## config.mk

```make
export PLATFORM = sky130hd
export DESIGN_NAME = mci_cif_multi_target_decode
export DESIGN_NICKNAME = d
export VERILOG_FILES = /design/src/rtl/mci_cif_multi_target_decode.sv
export SDC_FILE = /design/constraint.sdc
export NUM_CORES = 1
export LEC_CHECK = 0
export BUFFER_PORTS_ARGS = -buffer_cell sky130_fd_sc_hd__buf_2
export CAP_MARGIN = 20
export CORE_AREA = 3 3 284 286
export CTS_CLUSTER_DIAMETER = 120
export DETAILED_ROUTE_END_ITERATION = 8
export DIE_AREA = 0 0 287 289
export HOLD_SLACK_MARGIN = 0.05
export SYNTH_ARGS = -nofsm -noshare
export SYNTH_HDL_FRONTEND = slang
export SYNTH_SLANG_ARGS = --single-unit
export TNS_END_PERCENT = 1
```

## constraint.sdc

```tcl
create_clock -name clk -period 5.3 [get_ports clk]
set_clock_uncertainty 0.1 [all_clocks]
set_input_delay 1.06 -clock clk [delete_from_list [all_inputs] [get_ports clk]]
set_output_delay 1.06 -clock clk [all_outputs]
set_load 0.03 [all_outputs]
```

## src/rtl/mci_cif_multi_target_decode.sv

```systemverilog
// Multi-target decoder between the axi_sub simplex component interface and
// NUM_TGT generic targets. It adds runtime address windows, per-target
// privilege gating, a registered request/response stage and a stall timeout.
module mci_cif_multi_target_decode #(
    parameter int unsigned AW             = 32,
    parameter int unsigned DW             = 32,
    parameter int unsigned UW             = 32,
    parameter int unsigned NUM_TGT        = 4,
    parameter int unsigned NUM_PRIV       = 3,
    parameter int unsigned TIMEOUT_CYCLES = 256
) (
    input  logic                    clk,
    input  logic                    rst,
    input  logic                    s_dv,
    input  logic [AW-1:0]           s_addr,
    input  logic                    s_write,
    input  logic [UW-1:0]           s_user,
    input  logic [DW-1:0]           s_wdata,
    input  logic [DW/8-1:0]         s_wstrb,
    output logic                    s_hold,
    output logic [DW-1:0]           s_rdata,
    output logic                    s_error,
    output logic [NUM_TGT-1:0]      t_dv,
    output logic [AW-1:0]           t_addr,
    output logic                    t_write,
    output logic [DW-1:0]           t_wdata,
    output logic [DW/8-1:0]         t_wstrb,
    output logic [UW-1:0]           t_user,
    input  logic [NUM_TGT-1:0]      t_hold,
    input  logic [NUM_TGT*DW-1:0]   t_rdata,
    input  logic [NUM_TGT-1:0]      t_error,
    input  logic [NUM_TGT*AW-1:0]   tgt_base,
    input  logic [NUM_TGT*AW-1:0]   tgt_mask,
    input  logic [NUM_TGT-1:0]      tgt_priv_only,
    input  logic [NUM_PRIV*UW-1:0]  priv_user,
    input  logic [NUM_PRIV-1:0]     priv_user_en,
    output logic                    priv_req,
    output logic                    timeout_evt
);

    localparam int unsigned SW      = DW / 8;
    localparam int unsigned CW      = (TIMEOUT_CYCLES > 1) ? $clog2(TIMEOUT_CYCLES) : 1;
    localparam int unsigned TO_LAST = (TIMEOUT_CYCLES == 0) ? 0 : TIMEOUT_CYCLES - 1;
    localparam bit          TO_EN   = (TIMEOUT_CYCLES != 0);

    typedef enum logic [1:0] {
        IDLE  = 2'd0,
        ISSUE = 2'd1,
        RESP  = 2'd2
    } state_t;

    state_t               state;
    state_t               next_state;
    logic [NUM_TGT-1:0]   sel_q;
    logic [CW-1:0]        cnt;
    logic [NUM_TGT-1:0]   hit_oh;
    logic                 any_hit;
    logic                 priv_match;
    logic                 dec_err;
    logic                 hold_sel;
    logic                 err_sel;
    logic [DW-1:0]        rdata_sel;
    logic                 to_hit;

    // Window decode: first (lowest-index) matching window wins
    always_comb begin
        hit_oh  = '0;
        any_hit = 1'b0;
        for (int unsigned i = 0; i < NUM_TGT; i++) begin
            if (!any_hit &&
                ((s_addr & ~tgt_mask[i*AW +: AW]) ==
                 (tgt_base[i*AW +: AW] & ~tgt_mask[i*AW +: AW]))) begin
                hit_oh[i] = 1'b1;
                any_hit   = 1'b1;
            end
        end
    end

    // Privilege match against enabled user straps
    always_comb begin
        priv_match = 1'b0;
        for (int unsigned j = 0; j < NUM_PRIV; j++) begin
            if (priv_user_en[j] && (priv_user[j*UW +: UW] == s_user)) begin
                priv_match = 1'b1;
            end
        end
    end

    assign dec_err = !any_hit || ((|(hit_oh & tgt_priv_only)) && !priv_match);

    // Selected target's response lines, muxed by the captured one-hot select
    always_comb begin
        rdata_sel = '0;
        for (int unsigned i = 0; i < NUM_TGT; i++) begin
            rdata_sel = rdata_sel | (t_rdata[i*DW +: DW] & {DW{sel_q[i]}});
        end
    end

    assign hold_sel = |(t_hold & sel_q);
    assign err_sel  = |(t_error & sel_q);
    assign to_hit   = TO_EN && hold_sel && (cnt == CW'(TO_LAST));
    assign s_hold   = s_dv && (state != RESP);

    // State register
    always_ff @(posedge clk or posedge rst) begin
        if (rst) begin
            state <= IDLE;
        end else begin
            state <= next_state;
        end
    end

    // Next-state logic
    always_comb begin
        next_state = state;
        case (state)
            IDLE:    if (s_dv) next_state = dec_err ? RESP : ISSUE;
            ISSUE:   if (!hold_sel || to_hit) next_state = RESP;
            RESP:    next_state = IDLE;
            default: next_state = IDLE;
        endcase
    end

    // Request capture, target strobe, response registers and stall counter
    always_ff @(posedge clk or posedge rst) begin
        if (rst) begin
            t_dv        <= '0;
            t_addr      <= '0;
            t_write     <= 1'b0;
            t_wdata     <= '0;
            t_wstrb     <= '0;
            t_user      <= '0;
            sel_q       <= '0;
            priv_req    <= 1'b0;
            s_rdata     <= '0;
            s_error     <= 1'b0;
            timeout_evt <= 1'b0;
            cnt         <= '0;
        end else begin
            timeout_evt <= 1'b0;
            case (state)
                IDLE: begin
                    if (s_dv) begin
                        t_addr   <= s_addr;
                        t_write  <= s_write;
                        t_wdata  <= s_wdata;
                        t_wstrb  <= SW'(s_wstrb);
                        t_user   <= s_user;
                        sel_q    <= hit_oh;
                        priv_req <= priv_match;
                        if (dec_err) begin
                            s_rdata <= '0;
                            s_error <= 1'b1;
                        end else begin
                            t_dv <= hit_oh;
                        end
                    end
                end
                ISSUE: begin
                    if (!hold_sel) begin
                        t_dv    <= '0;
                        s_rdata <= t_write ? '0 : rdata_sel;
                        s_error <= err_sel;
                        cnt     <= '0;
                    end else if (to_hit) begin
                        t_dv        <= '0;
                        s_rdata     <= '0;
                        s_error     <= 1'b1;
                        timeout_evt <= 1'b1;
                        cnt         <= '0;
                    end else begin
                        cnt <= cnt + CW'(1);
                    end
                end
                default: begin
                    cnt <= '0;
                end
            endcase
        end
    end

endmodule

```

# == Word-level counts from Yosys, hierarchy flattened ==
# Index checks and enable logic that the tools add are counted.
# totals
input_bits,599
word_cells,113
regBits,154
# classes
n_mux,36
eq_ne,15
bitwise_logic,22
add_sub_neg,1
n_reduce_logical,26
# ops
operator,n
AND 32 bit,12
== test 32 bit,7
2-to-1 mux 32 bit,5
inverter 32 bit,4
bitwise OR 32 bit,3
one-hot mux 32 bit (2 select lines),1
2-to-1 mux 1 bit,17
2-to-1 mux 4 bit,4
2-to-1 mux 8 bit,2
one-hot mux 8 bit (2 select lines),1
AND 4 bit,3
OR reduction 4 bit,3
"!= test 2 bit, second input constant",5
logical AND 1 bit,9
"adder 8 x 1 -> 8 bit, second input constant",1
"== test 8 bit, second input constant",1
one-hot mux 4 bit (2 select lines),1
AND reduction 4 bit,2
zero test 1 bit,6
2-to-1 mux 2 bit,3
one-hot mux 2 bit (2 select lines),1
AND reduction 2 bit,2
"!= test 3 bit, second input constant",1
"== test 2 x 1 -> 1 bit, second input constant",1
other kinds (4),5

# == Longest topological paths before layout ==
# depth
word_depth,20
depth_mapped,10
depth_no_buf,8

# == Least setup slack after synthesis ==
# Ideal clock, no wire load.
# synth_path
path_kind,input -> register
start,in s_addr[7]
end,reg s_rdata[0]
path_slack_ns,2.002
stages,10
setup_time_ns,0.123
t_arrival_ns,3.075
path_buffers,2
required_ns,5.077
path_cell_list,buf_4 > xnor2_2 > o22ai_1 > nor4_1 > nand4_1 > or3b_1 > a211o_2 > a21boi_4 > buf_6 > o21ai_2
# synth_via
elab_chain_len,18
word_cells_on_any_way,28
classes_between,5 x eq/ne; 7 x mux; 5 x bitwise; 11 x reduce/logical
# synth_rtl
item,line,rtl
"start, declared",15,"input logic [AW-1:0] s_addr,"
AND 32 bit,71,((s_addr & ~tgt_mask[i*AW +: AW]) ==
== test 32 bit,71,
2-to-1 mux 1 bit,70,if (!any_hit &&
zero test 1 bit,70,
logical AND 1 bit,70,
2-to-1 mux 1 bit,70,
zero test 1 bit,70,
logical AND 1 bit,70,
[... 2 more ...],--,
logical AND 1 bit,70,
2-to-1 mux 1 bit,70,
AND 4 bit,89,assign dec_err = !any_hit || ((|(hit_oh & tgt_priv_only)) && !priv_match);
OR reduction 4 bit,89,
logical AND 1 bit,89,
logical OR 1 bit (*),89,
!= test 2 bit (no source line) (*),--,
AND reduction 4 bit (no source line) (*),--,
"end signal, assigned",162,s_rdata <= t_write ? '0 : rdata_sel;
"end, declared",21,"output logic [DW-1:0] s_rdata,"
# Mark *: on every way between the ends. The rest lies on a longest branch, timed or not.
# A chain may end at the register's enable or synchronous reset.

# == Worst setup path in the final report ==
# layout_path
start,in s_addr[14]
end,reg s_rdata[16]
# The elaborated chain is that of the path after synthesis.

==> summary.txt <==
Global routing
  – Antenna violations before repair: 22
  – GRT Residual Overflow: 0
  – Global-route wire length before repair: between 80,000 and 90,000 µm
  – Total global routing track utilization: between 10% and 20%
  – Largest net degree at the start of global routing: 86
  – Via count of the first global-routing pass: 11,100

Min path
  – Hold path depth: 2
  – Endpoint with the worst hold slack: priv_req
  – Worst min-delay path startpoint: priv_req
  – Class of the tightest hold or removal check: register to register

Route
  – Via count of the routed design: roughly 12,000
  – Mean number of vias per cell: approximately 4.0
  – Number of violations reported at the end of detailed-routing iteration 0: 910
  – Pre-antenna DRT Iters: 5
  – Detail Route Antenna Nets: 0
  – DRC viols: 0
  – Final Routed Wirelength: about 62,000 µm
  – Average detailed-routed wire length per instance: approximately 21 µm

Cells and area
  – Net total in the final layout: between 2,000 and 2,500
  – Layout overhead on the synthesized area: 53.2%
  – Most used cells in the layout excluding fill and tap cells: 739 x sky130_fd_sc_hd__buf_2, 345 x sky130_fd_sc_hd__nand2_1, 203 x sky130_fd_sc_hd__xnor2_1
  – Most common cell after layout, fill and taps aside: sky130_fd_sc_hd__buf_2
  – Final instance count without filler cells: just under 3,000
  – Area of all placed cells without fillers: ~0.015 mm²
  – Share of final-layout standard cells stronger than drive strength 1: 43.7%

STA
  – Count of final max-slew check failures: 0
  – Maximum clock frequency: roughly 0.23 GHz
  – Setup repair after global routing missed its margin: false
  – Total negative setup slack: 0 ns
  – Final cycle utilization of the critical path: ~82%
  – Hold violation total from the final report: 0
  – Max-slew headroom at the worst pin: a little under 30%
  – Least-Margin Pin Slew: approximately 1.1 ns
  – Endpoints failing setup: 0
  – Worst Slack Setup Final: roughly 0.97 ns
  – Worst slack on hold paths: 0.369 ns
  – Min Tclk post-route: 4.33 ns

Floorplanning
  – Effective utilization at floorplan: 12.6%
  – Chip height: 289 µm
  – Row count: between 100 and 150
  – Number of ports placed on the die boundary: 740
  – Chip width: between 200 and 300 µm
  – Placeable core area: roughly 0.079 mm²
  – Die Area: roughly 0.083 mm²

CTS
  – Clock root buffer master: sky130_fd_sc_hd__clkbuf_16
  – Maximum buffer depth of the clock tree: 2
  – Count of instances resized after the clock tree is built: 0
  – Clock edge transition at the registers on the reported setup and hold paths: roughly 0.070 ns
  – Hold_buf cts: 0
  – Post-CTS Repair Setup Buffers: 0
  – Insertion delay of the later-clocked pin in the worst-skew pair: 0.48 ns
  – Clock sink total: between 150 and 200
  – Total clock buffers created by CTS: 17
  – CTS tree: yes
  – Number of H-tree levels: 4

Logic synthesis
  – Yosys Warn Count: 0
  – Number of enable flip-flop cells after synthesis: 0
  – Flip-flop and latch count after synthesis: between 150 and 200
  – Async SR Flop Fraction: 100%
  – Post-synth top flop: sky130_fd_sc_hd__dfrtp_1
  – Synthesized cell area: 0.00994 mm²
  – Synth Area per Inst: 8.43 µm²
  – Portion of the post-synthesis area used by sequential elements: between 30 and 40%
  – Count of distinct cell types in the synthesized netlist: 47
  – Synthesized Nets: around 1,800
  – Syn Inst Count: 1,179

Critical path
  – Reg2reg end: t_addr[20]
  – Stage delay of the slowest cell on the critical path: 0.84 ns
  – Critical path arrival: approximately 4.6 ns
  – Biggest fanout along the worst timing path: 34
  – Required time reported for the critical path endpoint: around 5.6 ns
  – Startpoint Class: primary input
  – Path type of the worst setup path: primary input to register
  – Crit-path cells: buf_2, xnor2_1, o22ai_1, nor4_1, nand4_1, or3b_1, a211o_2, a21boi_4, buf_12, o21ai_1
  – Crit path capture type: register
  – Reg2reg start: state[0]
  – Slack of the worst reg-to-reg path: roughly 2.5 ns
  – Length in cells of the worst reg-to-reg path: 5
  – Cell with the largest stage delay on the worst path: sky130_fd_sc_hd__nor4_1

Power
  – Peak ir drop on the vdd network: slightly below 0.0002 V
  – PD cells: approximately 240 mW/mm²
  – Leakage power: slightly above 7 nW

Placed design
  – Placed cell areas: between 0.01 and 0.015 mm²
  – # placed instances: 2,902
  – HPWL after detailed placement: 52,200 µm
  – GPL Wtd Cong: between 0.9 and 1
  – Dpl ws: 0.583 ns
  – IO buf count: 739

Flow run
  – MaxCap Viol Count: 0

Outcome
  – Run status: completed
-- worst max-delay path: cells and delay by family --
kind / cells / cell delay, ns
AND/OR/NAND/NOR: 3 / 1.84
AO/OA/AOI/OAI: 4 / 0.84
XOR/XNOR: 1 / 0.41
buffers and inverters: 2 / 0.37
-- registers in the layout (all words and copies together) (netlist names) --
name,count
t_addr,32
s_rdata,32
t_user,32
t_wstrb,4
cnt,8
t_dv,4
sel_q,4
timeout_evt,1
priv_req,1
state,2
t_write,1
t_wdata,32
s_error,1
-- cell type report --
class                      count  area (µm²)
sequential                   154        3850
antenna                        8        20.0
tap                         1050        1310
timing repair buffer         760        3880
clock buffer                  18         429
multi-input combinational    927        5580
inverter                      11        45.0
fill                        8866       63400
clock inverter                14         113
-- synth_stat cells (5+ instances only) --
master	instances	area, µm²
sky130_fd_sc_hd__buf_2	16	80.1
sky130_fd_sc_hd__nand2_1	346	1300
sky130_fd_sc_hd__inv_1	10	37.5
sky130_fd_sc_hd__xnor2_1	203	1780
sky130_fd_sc_hd__dfrtp_1	154	3850
sky130_fd_sc_hd__xnor2_2	5	81.3
sky130_fd_sc_hd__xor2_1	13	114
sky130_fd_sc_hd__a21oi_1	67	335
sky130_fd_sc_hd__nand3_1	14	70.1
sky130_fd_sc_hd__nor2_1	10	37.5
sky130_fd_sc_hd__o22ai_1	65	407
sky130_fd_sc_hd__a22oi_1	68	510
sky130_fd_sc_hd__buf_6	16	180
sky130_fd_sc_hd__o21ai_2	20	175
sky130_fd_sc_hd__nand4_1	27	169
sky130_fd_sc_hd__o21ai_1	10	50.1
sky130_fd_sc_hd__o21ai_0	16	80.1
sky130_fd_sc_hd__nor4_1	22	138
sky130_fd_sc_hd__clkbuf_1	49	184
-- worst max-delay path by stage --
stage	slack [ns]	startpoint	cells past startpoint	endpoint
2_1_floorplan	2.00	s_addr[7]	10	s_rdata[0]
3_3_place_gp	0.56	s_addr[4]	10	s_rdata[25]
3_5_place_dp	0.58	s_addr[14]	10	s_rdata[24]
4_1_cts	1.14	s_addr[14]	10	s_rdata[24]
5_1_grt	0.93	s_addr[14]	10	s_rdata[24]
6_report	0.97	s_addr[14]	10	s_rdata[16]
-- power by group --
part / switching (mW) / internal (mW)
Clock: 0.603 / 0.608
Combinational: 0.712 / 0.423
Sequential: 0.0552 / 1.28
Total: 1.37 / 2.31
-- cells by family (layout without fill, tap and decap cells) --
family | Yosys count | after routing | synth area share (%)
fa+ha+maj | 1 | 1 | 0.126
xor+xnor | 221 | 221 | 19.8
flops | 154 | 154 | 38.8
compound gates | 266 | 266 | 17.4
other cells | 0 | 8 | 0
buf+inv | 98 | 803 | 5.22
simple gates | 439 | 439 | 18.6
-- metal layers --
| metal | track usage (%) | routed length (µm) |
|---|---|---|
| met1 | 19.4 | 27700 |
| met2 | 21.4 | 27100 |
| met3 | 4.50 | 5810 |
| met4 | 3.45 | 1070 |
| met5 | 0 | 149 |
-- per-stage QoR --
step	power (mW)	utilization [%]
6_report	3.68	19.4
5_1_grt	3.88	19.4
3_5_place_dp	2.49	18.7
2_1_floorplan	1.93	-
3_3_place_gp	2.49	18.7
4_1_cts	3.75	19.4
Note: power is estimated with default switching activity, not from simulation.
